===== config.mk =====
export PLATFORM = sky130hd
export DESIGN_NAME = ddr3_axi_memtest
export DESIGN_NICKNAME = d
export VERILOG_FILES = /design/src/rtl/ddr3_axi_memtest.sv
export SDC_FILE = /design/constraint.sdc
export NUM_CORES = 1
export LEC_CHECK = 0
export BUFFER_PORTS_ARGS = -buffer_cell sky130_fd_sc_hd__buf_4
export CAP_MARGIN = 25
export CELL_PAD_IN_SITES_DETAIL_PLACEMENT = 1
export CELL_PAD_IN_SITES_GLOBAL_PLACEMENT = 1
export CORE_MARGIN = 3
export CORE_UTILIZATION = 45
export CTS_CLUSTER_DIAMETER = 60
export DETAILED_ROUTE_END_ITERATION = 8
export PLACE_DENSITY = 0.9
export SLEW_MARGIN = 20
export SYNTH_ARGS = -nofsm -noshare
export SYNTH_HDL_FRONTEND = slang
export SYNTH_SLANG_ARGS = --single-unit

===== constraint.sdc =====
create_clock -name clk_i -period 3.75 [get_ports clk_i]
set_input_delay 0.1875 -clock clk_i [delete_from_list [all_inputs] [get_ports clk_i]]
set_output_delay 0.1875 -clock clk_i [all_outputs]
set_load 0.005 [all_outputs]

===== src/rtl/ddr3_axi_memtest.sv =====
// AXI4 memory test master: writes an address-derived pattern over a region in
// fixed-length INCR bursts, reads it back and counts every mismatching beat.
module ddr3_axi_memtest #(
    parameter logic [31:0] BASE_ADDR  = 32'h0000_0000,
    parameter int          NUM_BURSTS = 256,
    parameter int          BURST_LEN  = 16,
    parameter logic [3:0]  AXI_ID     = 4'h0
) (
    input  logic        clk_i,
    input  logic        rst_n_i,
    input  logic        start_i,
    output logic        busy_o,
    output logic        done_o,
    output logic        pass_o,
    output logic [15:0] error_count_o,
    output logic [31:0] first_err_addr_o,
    output logic        outport_awvalid_o,
    output logic [31:0] outport_awaddr_o,
    output logic [3:0]  outport_awid_o,
    output logic [7:0]  outport_awlen_o,
    output logic [1:0]  outport_awburst_o,
    input  logic        outport_awready_i,
    output logic        outport_wvalid_o,
    output logic [31:0] outport_wdata_o,
    output logic [3:0]  outport_wstrb_o,
    output logic        outport_wlast_o,
    input  logic        outport_wready_i,
    input  logic        outport_bvalid_i,
    input  logic [1:0]  outport_bresp_i,
    input  logic [3:0]  outport_bid_i,
    output logic        outport_bready_o,
    output logic        outport_arvalid_o,
    output logic [31:0] outport_araddr_o,
    output logic [3:0]  outport_arid_o,
    output logic [7:0]  outport_arlen_o,
    output logic [1:0]  outport_arburst_o,
    input  logic        outport_arready_i,
    input  logic        outport_rvalid_i,
    input  logic [31:0] outport_rdata_i,
    input  logic [1:0]  outport_rresp_i,
    input  logic [3:0]  outport_rid_i,
    input  logic        outport_rlast_i,
    output logic        outport_rready_o
);

    localparam logic [2:0] IDLE    = 3'd0;
    localparam logic [2:0] WR_ADDR = 3'd1;
    localparam logic [2:0] WR_DATA = 3'd2;
    localparam logic [2:0] WR_RESP = 3'd3;
    localparam logic [2:0] RD_ADDR = 3'd4;
    localparam logic [2:0] RD_DATA = 3'd5;
    localparam logic [2:0] DONE    = 3'd6;

    localparam logic [31:0] PATTERN     = 32'h5A5A_A5A5;
    localparam logic [31:0] BURST_BYTES = 32'(BURST_LEN * 4);
    localparam logic [7:0]  AXLEN       = 8'(BURST_LEN - 1);
    localparam logic [8:0]  LAST_BEAT   = 9'(BURST_LEN - 1);
    localparam logic [15:0] LAST_BURST  = 16'(NUM_BURSTS - 1);

    logic [2:0]  state;
    logic [15:0] burst_idx;
    logic [8:0]  beat_idx;
    logic [31:0] burst_addr;
    logic [31:0] beat_addr;
    logic        last_beat;
    logic        last_burst;
    logic        err_event;
    logic [31:0] err_addr;
    logic [15:0] error_count_next;

    assign last_beat  = (beat_idx == LAST_BEAT);
    assign last_burst = (burst_idx == LAST_BURST);

    // A write error is blamed on the burst address, a read error on the beat address.
    always_comb begin
        err_event = 1'b0;
        err_addr  = burst_addr;
        if (state == WR_RESP && outport_bvalid_i) begin
            err_event = (outport_bresp_i != 2'b00) || (outport_bid_i != AXI_ID);
        end else if (state == RD_DATA && outport_rvalid_i) begin
            err_addr  = beat_addr;
            err_event = (outport_rdata_i != (beat_addr ^ PATTERN)) ||
                        (outport_rresp_i != 2'b00) ||
                        (outport_rid_i != AXI_ID) ||
                        (outport_rlast_i != last_beat);
        end
    end

    assign error_count_next = (err_event && error_count_o != 16'hFFFF) ?
                              error_count_o + 16'd1 : error_count_o;

    always_ff @(posedge clk_i or negedge rst_n_i) begin
        if (!rst_n_i) begin
            state             <= IDLE;
            burst_idx         <= '0;
            beat_idx          <= '0;
            burst_addr        <= '0;
            beat_addr         <= '0;
            busy_o            <= 1'b0;
            done_o            <= 1'b0;
            pass_o            <= 1'b0;
            error_count_o     <= '0;
            first_err_addr_o  <= '0;
            outport_awvalid_o <= 1'b0;
            outport_awaddr_o  <= '0;
            outport_awid_o    <= '0;
            outport_awlen_o   <= '0;
            outport_awburst_o <= '0;
            outport_wvalid_o  <= 1'b0;
            outport_wdata_o   <= '0;
            outport_wstrb_o   <= '0;
            outport_wlast_o   <= 1'b0;
            outport_bready_o  <= 1'b0;
            outport_arvalid_o <= 1'b0;
            outport_araddr_o  <= '0;
            outport_arid_o    <= '0;
            outport_arlen_o   <= '0;
            outport_arburst_o <= '0;
            outport_rready_o  <= 1'b0;
        end else begin
            error_count_o <= error_count_next;
            if (err_event && error_count_o == 16'd0) begin
                first_err_addr_o <= err_addr;
            end
            case (state)
                IDLE, DONE: begin
                    if (start_i) begin
                        state             <= WR_ADDR;
                        burst_idx         <= '0;
                        burst_addr        <= BASE_ADDR;
                        error_count_o     <= '0;
                        first_err_addr_o  <= '0;
                        busy_o            <= 1'b1;
                        done_o            <= 1'b0;
                        pass_o            <= 1'b0;
                        outport_awvalid_o <= 1'b1;
                        outport_awaddr_o  <= BASE_ADDR;
                        outport_awid_o    <= AXI_ID;
                        outport_awlen_o   <= AXLEN;
                        outport_awburst_o <= 2'b01;
                        outport_wstrb_o   <= 4'hF;
                        outport_arid_o    <= AXI_ID;
                        outport_arlen_o   <= AXLEN;
                        outport_arburst_o <= 2'b01;
                    end
                end
                WR_ADDR: begin
                    if (outport_awready_i) begin
                        outport_awvalid_o <= 1'b0;
                        outport_wvalid_o  <= 1'b1;
                        outport_wdata_o   <= burst_addr ^ PATTERN;
                        outport_wlast_o   <= (LAST_BEAT == 9'd0);
                        beat_idx          <= '0;
                        beat_addr         <= burst_addr;
                        state             <= WR_DATA;
                    end
                end
                WR_DATA: begin
                    if (outport_wready_i) begin
                        if (last_beat) begin
                            outport_wvalid_o <= 1'b0;
                            outport_wlast_o  <= 1'b0;
                            outport_bready_o <= 1'b1;
                            state            <= WR_RESP;
                        end else begin
                            beat_idx        <= beat_idx + 9'd1;
                            beat_addr       <= beat_addr + 32'd4;
                            outport_wdata_o <= (beat_addr + 32'd4) ^ PATTERN;
                            outport_wlast_o <= ((beat_idx + 9'd1) == LAST_BEAT);
                        end
                    end
                end
                WR_RESP: begin
                    if (outport_bvalid_i) begin
                        outport_bready_o <= 1'b0;
                        if (last_burst) begin
                            burst_idx         <= '0;
                            burst_addr        <= BASE_ADDR;
                            outport_arvalid_o <= 1'b1;
                            outport_araddr_o  <= BASE_ADDR;
                            state             <= RD_ADDR;
                        end else begin
                            burst_idx         <= burst_idx + 16'd1;
                            burst_addr        <= burst_addr + BURST_BYTES;
                            outport_awvalid_o <= 1'b1;
                            outport_awaddr_o  <= burst_addr + BURST_BYTES;
                            state             <= WR_ADDR;
                        end
                    end
                end
                RD_ADDR: begin
                    if (outport_arready_i) begin
                        outport_arvalid_o <= 1'b0;
                        outport_rready_o  <= 1'b1;
                        beat_idx          <= '0;
                        beat_addr         <= burst_addr;
                        state             <= RD_DATA;
                    end
                end
                RD_DATA: begin
                    // Burst end is decided by the beat counter; rlast is only checked.
                    if (outport_rvalid_i) begin
                        if (last_beat) begin
                            outport_rready_o <= 1'b0;
                            if (last_burst) begin
                                state  <= DONE;
                                busy_o <= 1'b0;
                                done_o <= 1'b1;
                                pass_o <= (error_count_next == 16'd0);
                            end else begin
                                burst_idx         <= burst_idx + 16'd1;
                                burst_addr        <= burst_addr + BURST_BYTES;
                                outport_arvalid_o <= 1'b1;
                                outport_araddr_o  <= burst_addr + BURST_BYTES;
                                state             <= RD_ADDR;
                            end
                        end else begin
                            beat_idx  <= beat_idx + 9'd1;
                            beat_addr <= beat_addr + 32'd4;
                        end
                    end
                end
                default: state <= IDLE;
            endcase
        end
    end

endmodule


==> results of run 1 <==
==> stage by stage <==
step / util (%) / area, sq um / worst slack [ps] / hold WS [ps] / total power, mW
final: 55.8 / 15300 / 468 / 241 / 8.59
after global routing: 55.8 / 15300 / 156 / 234 / 9.04
after CTS: 55.8 / 15200 / 476 / 298 / 8.59
after detailed placement: 52.3 / 14300 / 533 / 323 / 5.88
after global placement: 52.3 / 14300 / 716 / 324 / 5.73
after floorplan: - / 12800 / 1220 / -108 / 4.83
==> worst reg2reg max path, delay by kind of cell, from the launching register on <==
kind | cells | cell delay (ps)
xor gates and xnor gates | 1 | 130
and+or+nand+nor | 6 | 1790
AOI/OAI and AO/OA | 1 | 330
DFF | 1 | 880
==> metal layers <==
layer	vias up	share of wire [%]	GRT usage, %	wire length (um)
met5	-	0.033	0	14
met4	2	4.6	12.6	1980
met3	129	5.4	4.63	2330
met2	383	50	47.8	21600
met1	5884	40	33.6	17100
li1	5300	-	-	-
==> state kept, by name, summed over array words and instances, names as in the netlist, 3 cells and up <==
signal	flops
beat_addr	31
beat_idx	9
burst_addr	26
burst_idx	16
error_count_o	16
first_err_addr_o	32
outport_araddr_o	27
outport_awaddr_o	27
outport_wdata_o	32
state	3
==> logic make-up (layout without fill, tap and decap cells) <==
logic type                 Yosys count  in the layout
buffers and inverters              179            320
xor gates and xnor gates           103            103
and+or+nand+nor                    592            592
muxes                               10             10
adders and majority gates            7              7
DFF                                229            229
other                                1             18
AOI/OAI and AO/OA                  366            366
==> layout by cell type, fill, tap and decap left out, drive strengths merged, types with 3 or more instances in the layout <==
cell type,count
nand2,277
buf,247
dfrtp,229
o21ai,136
nor2,118
a21oi,99
nand3,58
xor2,54
o31ai,51
xnor2,49
clkbuf,36
a21o,32
and3,28
inv,21
nor3,19
conb,18
nand4,15
nor4,12
nand2b,12
a22oi,10
and2,10
nor2b,9
mux2i,8
o22ai,8
or4,7
ha,7
clkinv,7
and4,6
or2,6
a211oi,5
a22o,5
dlygate4sd3,5
a31oi,4
or3,4
and3b,3
nor3b,3
o41ai,3
nor4b,3
o2111ai,3
==> worst min path at each step <==
| stage | startpoint | to | slack (ps) |
|---|---|---|---|
| 2_1_floorplan | rst_n_i | beat_addr[0] | -110 |
| 3_3_place_gp | rst_n_i | outport_araddr_o[5] | 320 |
| 4_1_cts | outport_rvalid_i | done_o | 300 |
| 6_report | outport_rvalid_i | outport_rready_o | 240 |
| 5_1_grt | outport_rvalid_i | outport_rready_o | 230 |
| 3_5_place_dp | rst_n_i | outport_araddr_o[5] | 320 |
==> cells in the mapped netlist, drive strengths merged (4+ instances only) <==
master / number / area [sq um]
a22oi: 10 / 75.1
xor2: 54 / 473
xnor2: 49 / 429
dfrtp: 229 / 5730
inv: 20 / 75.1
or2: 6 / 37.5
a211oi: 5 / 37.5
clkbuf: 77 / 290
o21ai: 136 / 684
nand2: 277 / 1040
mux2i: 8 / 80.1
nand4: 15 / 93.8
ha: 7 / 87.6
nand2b: 12 / 75.1
nor2: 118 / 443
a31oi: 4 / 25.0
buf: 82 / 543
o31ai: 51 / 383
nand3: 58 / 290
a22o: 5 / 43.8
nor4: 12 / 75.1
o22ai: 8 / 50.1
and2: 10 / 62.6
and4: 6 / 52.6
nor3: 19 / 110
a21oi: 99 / 593
a21o: 32 / 240
nor2b: 9 / 56.3
or4: 7 / 52.6
and3: 28 / 175
or3: 4 / 25.0
==> power breakdown <==
| group | switching [mW] | leakage [nW] | internal [mW] | total (mW) |
|---|---|---|---|---|
| clock network | 1.11 | 0.436 | 1.55 | 2.67 |
| logic | 1.88 | 3.20 | 0.948 | 2.83 |
| registers | 0.371 | 3.10 | 2.72 | 3.09 |
| total | 3.37 | 6.74 | 5.22 | 8.59 |
==> final cells by class <==
type                            count  area (sq um)  share of cell area, %
Inverter                           20          75.1                  0.492
Clock inverter                     12           145                  0.952
Timing Repair Buffer              252          1940                   12.7
Clock buffer                       36           749                   4.91
Sequential cell                   229          5730                   37.6
Tap cell                          372           465                   3.05
Multi-Input combinational cell   1096          6140                   40.3
==> repair_timing <==
action,4_1_cts,5_1_grt
hold buffers,5,0
hold endpoints to repair,111,0
resized for setup,0,0
==> impl_metrics.py, run 1 <==
metrics = {
    "yosys": {
        "yosysSeqAreaShare_pct": 45.1,
        "synth_ff_type": "dfrtp_1",
        "ys_seq_elements": 229,
        "ys_async_sr_fraction_pct": 100,
        "synth_xor_area_share_pct": 7.10,
        "synth_cell_types": 59,
        "yosys.area_share.simple_pct": 21.1,
        "syn_inst": 1487,
        "synth_fa_ha_area_share_pct": 0.690,
        "yosys_warnings": 0,
        "avgSynthCellArea_sq_um": 8.54,
        "synth-edff-count": 0,
        "netlist_area_sq_mm": 0.0127,
        "synth_compound_area_share_pct": 18.0,
        "synth.area.mux_share_pct": 0.808,
        "synth_top_family_by_area": "simple AND/OR/NAND/NOR gates",
    },
    "final_layout": {
        "fillers": 3248,
        "syn_to_final_growth_pct": 20.1,
        "antenna_cells": 0,
        "nNetsFinal": 1686,
        "drive_gt1_share_pct": 20.3,
        "finalNonFillerCells": 2017,
    },
    "drt": {
        "wl_per_cell_um": 21.3,
        "ant_nets": 0,
        "drc": 0,
        "dr.pass1.iters": 5,
        "vias": 11700,
        "vias_per_cell": 5.80,
        "dr.first_iter.drc_count": 856,
        "drt-total-wl_um": 43000,
    },
    "worst_setup_path": {
        "crit_fanout": 25,
        "max_stage_delay_ps": 880,
        "reg2reg_depth": 8,
        "crit_required_ps": 4150,
        "cp-start-kind": "flop",
        "rr_startpoint": "state[0]",
        "worst-path-stages": 8,
        "setup.worst_path.end": "error_count_o[8]",
        "critPathArrivalTime_ps": 3680,
        "slowest_stage": "dfrtp_1",
        "rrSetupSlack_ps": 470,
        "path_buf_inv": 0,
        "critPathCaptureType": "flop",
        "worstReg2RegEnd": "error_count_o[8]",
        "path_delay_family": "simple AND/OR/NAND/NOR gates",
        "crit_start": "state[0]",
        "crit_type": "flop to flop",
        "path_cells": "nand4b_1 -> a21oi_1 -> nor4b_1 -> and4_1 -> nor2_1 -> and4_1 -> xnor2_1 -> nor2_1",
    },
    "place": {
        "io_buffers": 219,
        "placedCellCount": 1963,
        "hpwl_um": 30500,
        "gp_congestion": 0.854,
    },
    "clock_network": {
        "cts-root-buf": "clkbuf_16",
        "post_cts_buffers": 0,
        "cts_made_buffers": 27,
        "h-tree-depth": 1,
        "clock_latency_ps": 550,
        "cts.path.max_buffers": 3,
        "clkTransAtPathRegs_ps": 60,
        "cts_sinks": 229,
        "cts_tree": "built",
    },
    "worst_hold_path": {
        "hold_path_class": "input port to flop",
        "min_path_cells": 4,
    },
    "timing": {
        "fin_crit_sh_pct": 87.5,
        "hold_violations": 0,
        "finalSetupViolCount": 0,
        "final_max_slew_viol_count": 0,
        "min_period_ps": 3280,
        "slew_headroom_pct": 32.4,
        "rsz0062_at_grt": "false",
        "clock_skew_ps": 12.5,
        "tns_ps": 0,
        "fmax_ghz": 0.305,
        "worstMarginPinSlew_ps": 1010,
    },
    "power_and_ir_drop": {
        "power.density_mw_per_mm2": 563,
        "worst_ir_drop_vdd_uv": 308,
        "power.leakage_nw": 6.74,
    },
    "floorplan": {
        "coreArea_sq_mm": 0.0273,
        "die_height_um": 174,
        "num_rows": 60,
        "dieArea_sq_mm": 0.0303,
        "die_w_um": 174,
        "start_util_pct": 46.5,
        "num_io_pins": 238,
    },
    "global_routing": {
        "grt_max_degree": 112,
        "antenna_found_initial": 1,
        "grt_pass1_wl_um": 68000,
        "grt.total_usage_pct": 27.6,
        "grt_pass1_vias": 12300,
        "grt_overflow": 0,
    },
    "outcome": {
        "status": "finished clean",
    },
    "flow_run": {
        "drv_cap": 0,
    },
}
Power figures use the tool's default switching activity.
==> run 2: changes to the inputs <==
--- a/config.mk
+++ b/config.mk
@@ -13,7 +13,8 @@
 export CORE_UTILIZATION = 45
 export CTS_CLUSTER_DIAMETER = 60
 export DETAILED_ROUTE_END_ITERATION = 8
-export PLACE_DENSITY = 0.9
+export MAX_ROUTING_LAYER = met4
+export PLACE_DENSITY = 0.95
 export SLEW_MARGIN = 20
 export SYNTH_ARGS = -nofsm -noshare
 export SYNTH_HDL_FRONTEND = slang
==> run 2 against run 1 <==
Compared with the run above: sequential power up 1%; first-iteration DRC count rose by 24%; count of clock-buffer cells in the layout up 7; hold slack lost 210 ps; critical endpoint is now first_err_addr_o[27]; critical path depth grew 1; highest routed layer is now met4; global-route usage grew 3.0 points; combinational power about the same.
==> impl_metrics.py, run 2 (synthesized netlist as in run 1, its figures left out) <==
metrics = {
    "drt": {
        "top_layer_used": "met4",
        "vias_per_cell": 5.97,
        "drc": 0,
        "drt-total-wl_um": 46100,
        "dr.pass1.iters": 8,
        "met2RoutedLength_um": 23300,
        "wl_per_cell_um": 22.9,
        "dr_wl_met3_um": 2590,
        "vias": 12000,
        "wl_met1_um": 18000,
        "dr.first_iter.drc_count": 1063,
        "ant_nets": 0,
    },
    "timing": {
        "whs_ps": 32.8,
        "fin_crit_sh_pct": 92.5,
        "fmax_ghz": 0.288,
        "rsz0062_at_grt": "false",
        "min_period_ps": 3470,
        "tns_ps": 0,
        "slew_headroom_pct": 27.9,
        "setup_ws_ps": 282,
        "clock_skew_ps": 26.1,
        "final_max_slew_viol_count": 0,
        "hold_violations": 0,
        "finalSetupViolCount": 0,
        "worstMarginPinSlew_ps": 1080,
    },
    "final_layout": {
        "mostFrequentLayoutCells": "nand2_1 (276), buf_4 (243), dfrtp_1 (229)",
        "drive_gt1_share_pct": 20.6,
        "finalNonFillerCells": 2017,
        "stdcell_area_sq_mm": 0.0153,
        "antenna_cells": 0,
        "nNetsFinal": 1683,
        "top_regs": "first_err_addr_o (32), outport_wdata_o (32), beat_addr (31)",
        "fin_util_pct": 56.1,
        "layout_commonest_cell": "nand2_1",
        "syn_to_final_growth_pct": 20.6,
    },
    "global_routing": {
        "grt_max_degree": 102,
        "grt_pass1_vias": 12800,
        "grt.total_usage_pct": 30.5,
        "grt_overflow": 0,
        "grt_pass1_wl_um": 73000,
        "antenna_found_initial": 0,
    },
    "worst_setup_path": {
        "crit_start": "beat_idx[0]",
        "rr_startpoint": "beat_idx[0]",
        "crit_required_ps": 4220,
        "critPathArrivalTime_ps": 3940,
        "cp-start-kind": "flop",
        "path_cells": "ha_1 -> and3_1 -> a31oi_1 -> nor4b_1 -> and4_2 -> or3_2 -> buf_4 -> nand2_1 -> a21oi_2",
        "slowest_stage": "nor4b_1",
        "crit_fanout": 58,
        "max_stage_delay_ps": 580,
        "critPathCaptureType": "flop",
        "crit_type": "flop to flop",
    },
    "clock_network": {
        "cts.path.max_buffers": 3,
        "cts_made_buffers": 28,
        "h-tree-depth": 1,
        "cts_sinks": 229,
        "clkTransAtPathRegs_ps": 60,
        "cts-root-buf": "clkbuf_16",
        "cts_tree": "built",
        "clock_latency_ps": 550,
    },
    "floorplan": {
        "die_w_um": 174,
        "num_rows": 60,
        "num_io_pins": 238,
        "dieArea_sq_mm": 0.0303,
        "die_height_um": 174,
        "start_util_pct": 46.5,
        "coreArea_sq_mm": 0.0273,
    },
    "power_and_ir_drop": {
        "power.leakage_nw": 6.77,
        "finalPower_mw": 8.96,
        "power.density_mw_per_mm2": 585,
        "worst_ir_drop_vdd_uv": 365,
    },
    "flow_run": {
        "drv_cap": 0,
    },
    "worst_hold_path": {
        "hold_path_class": "input port to flop",
        "hp-start": "outport_bvalid_i",
    },
    "place": {
        "placedCellCount": 1961,
        "gp_congestion": 0.914,
        "placed_cell_area_sq_mm": 0.0143,
        "io_buffers": 219,
        "hpwl_um": 30500,
        "place_ws_ps": 400,
    },
    "outcome": {
        "status": "finished clean",
    },
}
-- run 2: cell count changes in the layout (fill, tap and decap cells not counted), moves of 2 or more --
cell	delta
clkbuf_16	+2
clkbuf_8	+7
clkinv_2	-3
clkbuf_1	-2
buf_12	-2
-- run 2: worst paths after layout --
| path | depth (start not counted) | end | slack [ps] |
|---|---|---|---|
| setup / recovery | 9 | first_err_addr_o[27] | 280 |
| hold / removal | 4 | outport_bready_o | 30 |
| setup reg to reg | 9 | first_err_addr_o[27] | 280 |
| min in group asynchronous | 2 | outport_awaddr_o[16] | 290 |
| hold reg to reg | 2 | outport_araddr_o[14] | 480 |
| max in group asynchronous | 3 | outport_awaddr_o[20] | 2370 |
-- run 2: layer usage --
metal / up-vias / GRT usage, %
met1: 6089 / 36.8
met2: 505 / 51.1
li1: 5300 / -
met3: 149 / 4.06
met4: 0 / 14.0
met5: - / -
-- run 2: where the power goes --
part | total (mW) | internal, mW | switching (mW) | leakage, nW
Sequential | 3.13 | 2.72 | 0.404 | 3.10
Combinational | 2.86 | 0.916 | 1.94 | 3.16
Clock | 2.97 | 1.84 | 1.13 | 0.505
Total | 8.96 | 5.48 | 3.48 | 6.77
-- run 2: critical path, delay by kind of cell, from the launching register on --
family          cells  cell delay [ps]
simple gates        5             1880
flops               1              440
compound gates      2              280
buf+inv             1              480
fa+ha+maj           1              300
-- run 2: what timing repair did --
action | CTS | global route
endpoints found under the hold margin | 100 | 0
setup endpoints to repair | 0 | 4
hold buffers | 4 | 0
buffers inserted | 0 | 0
resized for setup | 0 | 1
-- run 2: cell type report --
class,count,area [sq um]
tap,372,465
timing repair buffer,248,1880
fill,3229,12000
clock inverter,9,136
sequential,229,5730
inverter,20,75.1
multi-input combinational,1096,6150
clock buffer,43,888
